$ cat src/rtl/axis_bram_adapter_pkg.sv
// axis_bram_adapter_pkg: shared FSM state type, parameter defaults and width helper
package axis_bram_adapter_pkg;

    localparam int DEFAULT_BRAM_ADDR_LENGTH   = 9;
    localparam int DEFAULT_BRAM_WIDTH_IN_WORD = 36;
    localparam int DEFAULT_WORD_BITS          = 16;

    typedef enum logic [2:0] {IDLE, FETCH, WAIT, STREAM, FINISH} state_t;

    // Ceiling log2, never below 1 so a counter always has at least one bit
    function automatic int clog2(input int value);
        int r;
        r = 0;
        while ((1 << r) < value) r++;
        return (r < 1) ? 1 : r;
    endfunction

endpackage

$ cat src/rtl/bram_line_unpacker.sv
// bram_line_unpacker: shift register plus one-line holding buffer, emitting words LSB first
module bram_line_unpacker
    import axis_bram_adapter_pkg::*;
#(
    parameter int BRAM_WIDTH_IN_WORD = DEFAULT_BRAM_WIDTH_IN_WORD,
    parameter int WORD_BITS          = DEFAULT_WORD_BITS
) (
    input  logic                                clk,
    input  logic                                rst,
    input  logic                                load,
    input  logic                                advance,
    input  logic [BRAM_WIDTH_IN_WORD*WORD_BITS-1:0] rdata,
    output logic [WORD_BITS-1:0]                word,
    output logic                                empty,
    output logic                                last_word,
    output logic                                hold_full
);

    localparam int CW = clog2(BRAM_WIDTH_IN_WORD);

    logic [BRAM_WIDTH_IN_WORD*WORD_BITS-1:0] sr;
    logic [BRAM_WIDTH_IN_WORD*WORD_BITS-1:0] hold;
    logic [CW-1:0]                           word_cnt;
    logic                                    sr_valid;
    logic                                    refill;

    assign refill    = advance && last_word;
    assign word      = sr[WORD_BITS-1:0];
    assign empty     = !sr_valid;
    assign last_word = word_cnt == CW'(BRAM_WIDTH_IN_WORD - 1);

    // Arriving data goes straight to the shift register when it is empty or draining this cycle, else to the holding register
    always_ff @(posedge clk) begin
        if (rst) begin
            sr        <= '0;
            hold      <= '0;
            hold_full <= 1'b0;
            word_cnt  <= '0;
            sr_valid  <= 1'b0;
        end else if (refill || !sr_valid) begin
            word_cnt <= '0;
            if (hold_full) begin
                sr        <= hold;
                hold_full <= 1'b0;
                sr_valid  <= 1'b1;
            end else if (load) begin
                sr       <= rdata;
                sr_valid <= 1'b1;
            end else begin
                sr_valid <= 1'b0;
            end
        end else begin
            if (advance) begin
                sr       <= sr >> WORD_BITS;
                word_cnt <= word_cnt + 1'b1;
            end
            if (load) begin
                hold      <= rdata;
                hold_full <= 1'b1;
            end
        end
    end

endmodule

$ cat src/rtl/bram_axis_reader.sv
// bram_axis_reader: reads a run of BRAM lines and streams their words out over AXI-Stream
module bram_axis_reader
    import axis_bram_adapter_pkg::*;
#(
    parameter int BRAM_ADDR_LENGTH   = DEFAULT_BRAM_ADDR_LENGTH,
    parameter int BRAM_WIDTH_IN_WORD = DEFAULT_BRAM_WIDTH_IN_WORD,
    parameter int WORD_BITS          = DEFAULT_WORD_BITS
) (
    input  logic                                    clk,
    input  logic                                    rst,
    input  logic                                    start,
    input  logic [BRAM_ADDR_LENGTH-1:0]             base_addr,
    input  logic [BRAM_ADDR_LENGTH-1:0]             last_offset,
    output logic                                    busy,
    output logic                                    done,
    output logic                                    bram_en,
    output logic [BRAM_ADDR_LENGTH-1:0]             bram_addr,
    input  logic [BRAM_WIDTH_IN_WORD*WORD_BITS-1:0] bram_rdata,
    output logic [WORD_BITS-1:0]                    m_axis_tdata,
    output logic                                    m_axis_tvalid,
    input  logic                                    m_axis_tready,
    output logic                                    m_axis_tlast
);

    state_t                      state;
    logic [BRAM_ADDR_LENGTH-1:0] base_r;
    logic [BRAM_ADDR_LENGTH-1:0] last_r;
    logic [BRAM_ADDR_LENGTH:0]   issued;
    logic [BRAM_ADDR_LENGTH:0]   line_out;
    logic                        rd_pend;
    logic                        empty;
    logic                        last_word;
    logic                        hold_full;
    logic                        advance;
    logic                        prefetch;

    assign m_axis_tvalid = !empty;
    assign advance       = m_axis_tvalid && m_axis_tready;
    assign m_axis_tlast  = m_axis_tvalid && last_word && (line_out == {1'b0, last_r});
    assign prefetch      = (state == STREAM) && !bram_en && !rd_pend && !hold_full && (issued <= {1'b0, last_r});

    bram_line_unpacker #(
        .BRAM_WIDTH_IN_WORD(BRAM_WIDTH_IN_WORD),
        .WORD_BITS(WORD_BITS)
    ) u_unpacker (
        .clk(clk),
        .rst(rst),
        .load(rd_pend),
        .advance(advance),
        .rdata(bram_rdata),
        .word(m_axis_tdata),
        .empty(empty),
        .last_word(last_word),
        .hold_full(hold_full)
    );

    // Transfer control: issue line reads (first one in FETCH, the rest as prefetches) and track which line is streaming
    always_ff @(posedge clk) begin
        if (rst) begin
            state     <= IDLE;
            busy      <= 1'b0;
            done      <= 1'b0;
            bram_en   <= 1'b0;
            bram_addr <= '0;
            rd_pend   <= 1'b0;
            base_r    <= '0;
            last_r    <= '0;
            issued    <= '0;
            line_out  <= '0;
        end else begin
            rd_pend <= bram_en;
            bram_en <= 1'b0;
            done    <= 1'b0;
            if (advance && last_word) line_out <= line_out + 1'b1;
            case (state)
                IDLE: if (start) begin
                    base_r    <= base_addr;
                    last_r    <= last_offset;
                    busy      <= 1'b1;
                    issued    <= 1;
                    line_out  <= '0;
                    bram_en   <= 1'b1;
                    bram_addr <= base_addr;
                    state     <= FETCH;
                end
                FETCH:  state <= WAIT;
                WAIT:   state <= STREAM;
                STREAM: begin
                    if (prefetch) begin
                        bram_en   <= 1'b1;
                        bram_addr <= base_r + issued[BRAM_ADDR_LENGTH-1:0];
                        issued    <= issued + 1'b1;
                    end
                    if (advance && m_axis_tlast) begin
                        done  <= 1'b1;
                        state <= FINISH;
                    end
                end
                FINISH: begin
                    busy  <= 1'b0;
                    state <= IDLE;
                end
                default: state <= IDLE;
            endcase
        end
    end

endmodule

$ cat config.mk
export PLATFORM = sky130hd
export DESIGN_NAME = bram_axis_reader
export DESIGN_NICKNAME = d
export VERILOG_FILES = /design/src/rtl/axis_bram_adapter_pkg.sv /design/src/rtl/bram_line_unpacker.sv /design/src/rtl/bram_axis_reader.sv
export SDC_FILE = /design/constraint.sdc
export NUM_CORES = 2
export LEC_CHECK = 0
export CAP_MARGIN = 0
export CORE_MARGIN = 5
export CORE_UTILIZATION = 45
export CTS_BUF_LIST = sky130_fd_sc_hd__clkbuf_4
export CTS_CLUSTER_SIZE = 40
export DETAILED_ROUTE_END_ITERATION = 12
export PLACE_DENSITY_LB_ADDON = 0.05
export SYNTH_ARGS = -nofsm -noshare
export SYNTH_HDL_FRONTEND = slang
export SYNTH_HIERARCHICAL = 1
export SYNTH_SLANG_ARGS = --single-unit
$ cat constraint.sdc
create_clock -name clk -period 2.5 [get_ports clk]
set_input_delay 0.375 -clock clk [delete_from_list [all_inputs] [get_ports clk]]
set_output_delay 0.375 -clock clk [all_outputs]
set_load 0.02 [all_outputs]
==> reports/qor.txt <==
=================================================================================
Outcome                                                              finished, violations left
Violations in the final reports                                      setup timing
Net count after synthesis                                                    6701
Kind of capture point of the worst setup path                        primary output
Hold Violations, Final                                                          0
Starting density of the core                                                45.3%
Top area cells in the synthesized netlist                            sky130_fd_sc_hd__dfxtp_1 (45%), sky130_fd_sc_hd__nand2_1 (12%), sky130_fd_sc_hd__mux2i_1 (11%)
Headroom to the max-slew limit                                              51.7%
Master cell of the clock root buffer                                 sky130_fd_sc_hd__clkbuf_4
Die footprint                                                          126000 um2
Num CTS Buffers                                                               347
HPWL after detailed placement                                           121000 um
Setup ws final                                                          -0.448 ns
Most common flop cell mapped by yosys                                sky130_fd_sc_hd__dfxtp_1
CTS tree                                                                     done
Number of global-route vias before repair                                   48403
Core Region                                                            118000 um2
Met2 demand-to-capacity share in global routing                             44.6%
Horizontal die dimension                                                   355 um
Count of distinct cell types in the synthesized netlist                        59
Slew Viols, Final                                                               0
Most used standard cell by instance count after synthesis            sky130_fd_sc_hd__nand2_1
Path category of the worst min-delay check                                 in2reg
Number of buffers on the longest clock path                                     4
Post-synth design cell area                                             53500 um2
Std cell rows                                                                 126
Max-cap violation count                                                         0
Aggregate global routing overflow                                               0
EDFF count, synth                                                               0
Met3 layer usage reported by global route                                   5.55%
Iteration-0 DRC Markers                                                      3553
Mean instance size in the synthesized netlist                            8.80 um2
Standard cell area after detailed placement                             62200 um2
Peak clock frequency supported by timing                                  339 MHz
Min cycle time layout                                                     2.95 ns
Data arrival, critical path                                               2.57 ns
Critical path startpoint category                                            flop
Number of remaining DRC errors                                                  0
Source-to-sink clock delay at the later pin of the worst-skew pair        1.20 ns
Number of antenna violations at the first check in global routing              35
Largest voltage drop on the vdd net                                    0.000346 V
Met1 layer usage reported by global route                                   35.3%
Share of flip-flops with an asynchronous set or reset                          0%
Die height                                                                 355 um
Total routed wirelength                                                 178000 um
Number of iterations in the first detailed-routing pass                         5
Area fraction of the dominant cell type after synthesis                     45.4%
Gr usage total                                                              27.1%
Average vias per placed instance                                             5.35
Total number of nets in the final design                                     7981
CP required                                                               2.12 ns
Unrepaired setup endpoints after global routing                               yes
Instance count of the mapped netlist                                         6082
Portion of the post-synthesis area used by sequential elements              45.4%
Critical path start-end classification                                    reg2out
Final setup vio count                                                           1
Worst Skew                                                               0.102 ns
DR vias                                                                     49018
P_leak                                                                    26.0 nW
CTS clock-pin slew for the worst setup and hold paths                     0.06 ns
Most frequent cells after synthesis                                  sky130_fd_sc_hd__nand2_1 (1769), sky130_fd_sc_hd__dfxtp_1 (1214), sky130_fd_sc_hd__a21oi_1 (613), sky130_fd_sc_hd__mux2i_1 (577)
Hold Worst Slack                                                         0.170 ns
GR peak layer                                                                met2
Global-route wire length before repair                                  275000 um
Port-buffer cells                                                             627
Syn. warnings                                                                   6
Count of antenna-violating nets left after detailed routing                     0
Global placement routability congestion                                     0.819
Layout filler cell count                                                    10215
Top-level I/O count                                                           628
Ratio of final minimum period to clock period                                118%
Power per Cell Area                                                    620 nW/um2
Actual slew at the worst max-slew pin                                    0.725 ns
Worst-path fanout max                                                           2
Maximum number of pins on one net before global-route repair                  125
Clock H-tree levels                                                             5
Clock sink count                                                             1214
Area of all placed cells without fillers                                72600 um2
Cell type contributing the most total cell area after synthesis      sky130_fd_sc_hd__dfxtp_1
Wirelength per Cell                                                       19.5 um
Register bit total from synthesis                                            1214
Area growth, synth to finish                                                35.6%
Pwr Total                                                                 45.0 mW
Fraction of final layout cells sized beyond drive strength 1                10.7%
=================================================================================
[cells by family (layout without fill, tap and decap cells)]
family / after synthesis / count (layout) / share of synthesized area [%]
and+or+nand+nor: 2441 / 2441 / 20.2
AOI/OAI and AO/OA: 1242 / 1242 / 17.3
DFF: 1214 / 1214 / 45.4
muxes: 578 / 578 / 10.8
buffers and inverters: 559 / 2072 / 5.34
xor gates and xnor gates: 27 / 27 / 0.442
adders and majority gates: 21 / 21 / 0.505
other: 0 / 27 / 0
[where the power goes]
part | leakage, nW | internal (mW) | switching [mW]
registers | 9.83 | 20.2 | 0.496
clock network | 2.57 | 9.83 | 8.30
logic | 13.6 | 3.21 | 2.98
[stage by stage]
| stage | setup slack (ns) | instances | utilization (%) | TNS [ns] |
|---|---|---|---|---|
| 2_1_floorplan | 0.348 | 6082 | - | 0 |
| 3_3_place_gp | -0.183 | 7950 | 52.7 | -112.73 |
| 3_5_place_dp | -0.229 | 7950 | 52.7 | -122.36 |
| 4_1_cts | -0.620 | 9130 | 61.4 | -0.620 |
| 5_1_grt | -0.645 | 9147 | 61.4 | -0.645 |
| 6_report | -0.448 | 9158 | 61.4 | -0.448 |
[worst paths after layout]
path / end / start / cells after the start / slack (ns)
worst max-delay path: m_axis_tlast / u_unpacker/word_cnt[2] / 6 / -0.45
worst min-delay path: u_unpacker/hold[5] / rst / 3 / 0.17
worst max register to register: u_unpacker/hold[152] / u_unpacker/word_cnt[2] / 8 / 0.15
worst min register to register: u_unpacker/hold[306] / u_unpacker/hold[306] / 2 / 0.45
[critical path, cell delays in order, from the launching register on]
cell	delay [ns]
sky130_fd_sc_hd__dfxtp_1	0.32
sky130_fd_sc_hd__nor4b_2	0.26
sky130_fd_sc_hd__buf_4	0.15
sky130_fd_sc_hd__and2_4	0.14
sky130_fd_sc_hd__nor4b_4	0.22
sky130_fd_sc_hd__and3_4	0.26
sky130_fd_sc_hd__buf_6	0.12
[state kept, by name, indices dropped and copies added (netlist names), 3 cells and up]
register,flops
base_r,9
line_out,10
last_r,9
u_unpacker/hold,576
bram_addr,9
state,3
u_unpacker/sr,576
u_unpacker/word_cnt,6
issued,10
[placed cells by master, fill, tap and decap left out, types with 133 or more instances in the layout]
cell,synthesis,final
sky130_fd_sc_hd__dfxtp_1,1214,1212
sky130_fd_sc_hd__clkbuf_4,0,528
sky130_fd_sc_hd__mux2i_1,577,577
sky130_fd_sc_hd__a32o_1,560,560
sky130_fd_sc_hd__clkdlybuf4s50_1,0,596
sky130_fd_sc_hd__buf_4,28,133
sky130_fd_sc_hd__nand2b_1,560,560
sky130_fd_sc_hd__dlygate4sd3_1,0,596
sky130_fd_sc_hd__a21oi_1,613,612
sky130_fd_sc_hd__nand2_1,1769,1769
[final cells by class]
type / count / area, um2 / area share, %
Timing Repair Buffer: 1470 / 15500 / 21.4
Sequential cell: 1214 / 24300 / 33.5
Antenna cell: 27 / 67.6 / 0.0931
Multi-Input combinational cell: 4309 / 26400 / 36.4
Clock buffer: 528 / 3960 / 5.46
Clock inverter: 54 / 312 / 0.429
Inverter: 20 / 75.1 / 0.103
Tap cell: 1536 / 1920 / 2.65
[layer usage]
layer	vias to the layer above	share of wire, %
li1	23904	-
met1	23418	44
met2	1353	47
met3	323	5.8
met4	20	3.3
met5	-	0.071
[repair_timing]
| action | CTS | global route |
|---|---|---|
| pin swaps | 0 | 2 |
| endpoints found under the setup margin | 30 | 25 |
| setup buffers | 2 | 1 |
| hold buffers | 596 | 0 |
| endpoints found under the hold margin | 1112 | 0 |
| resized for setup | 44 | 2 |
No activity file was read; power rests on OpenSTA's default activity.
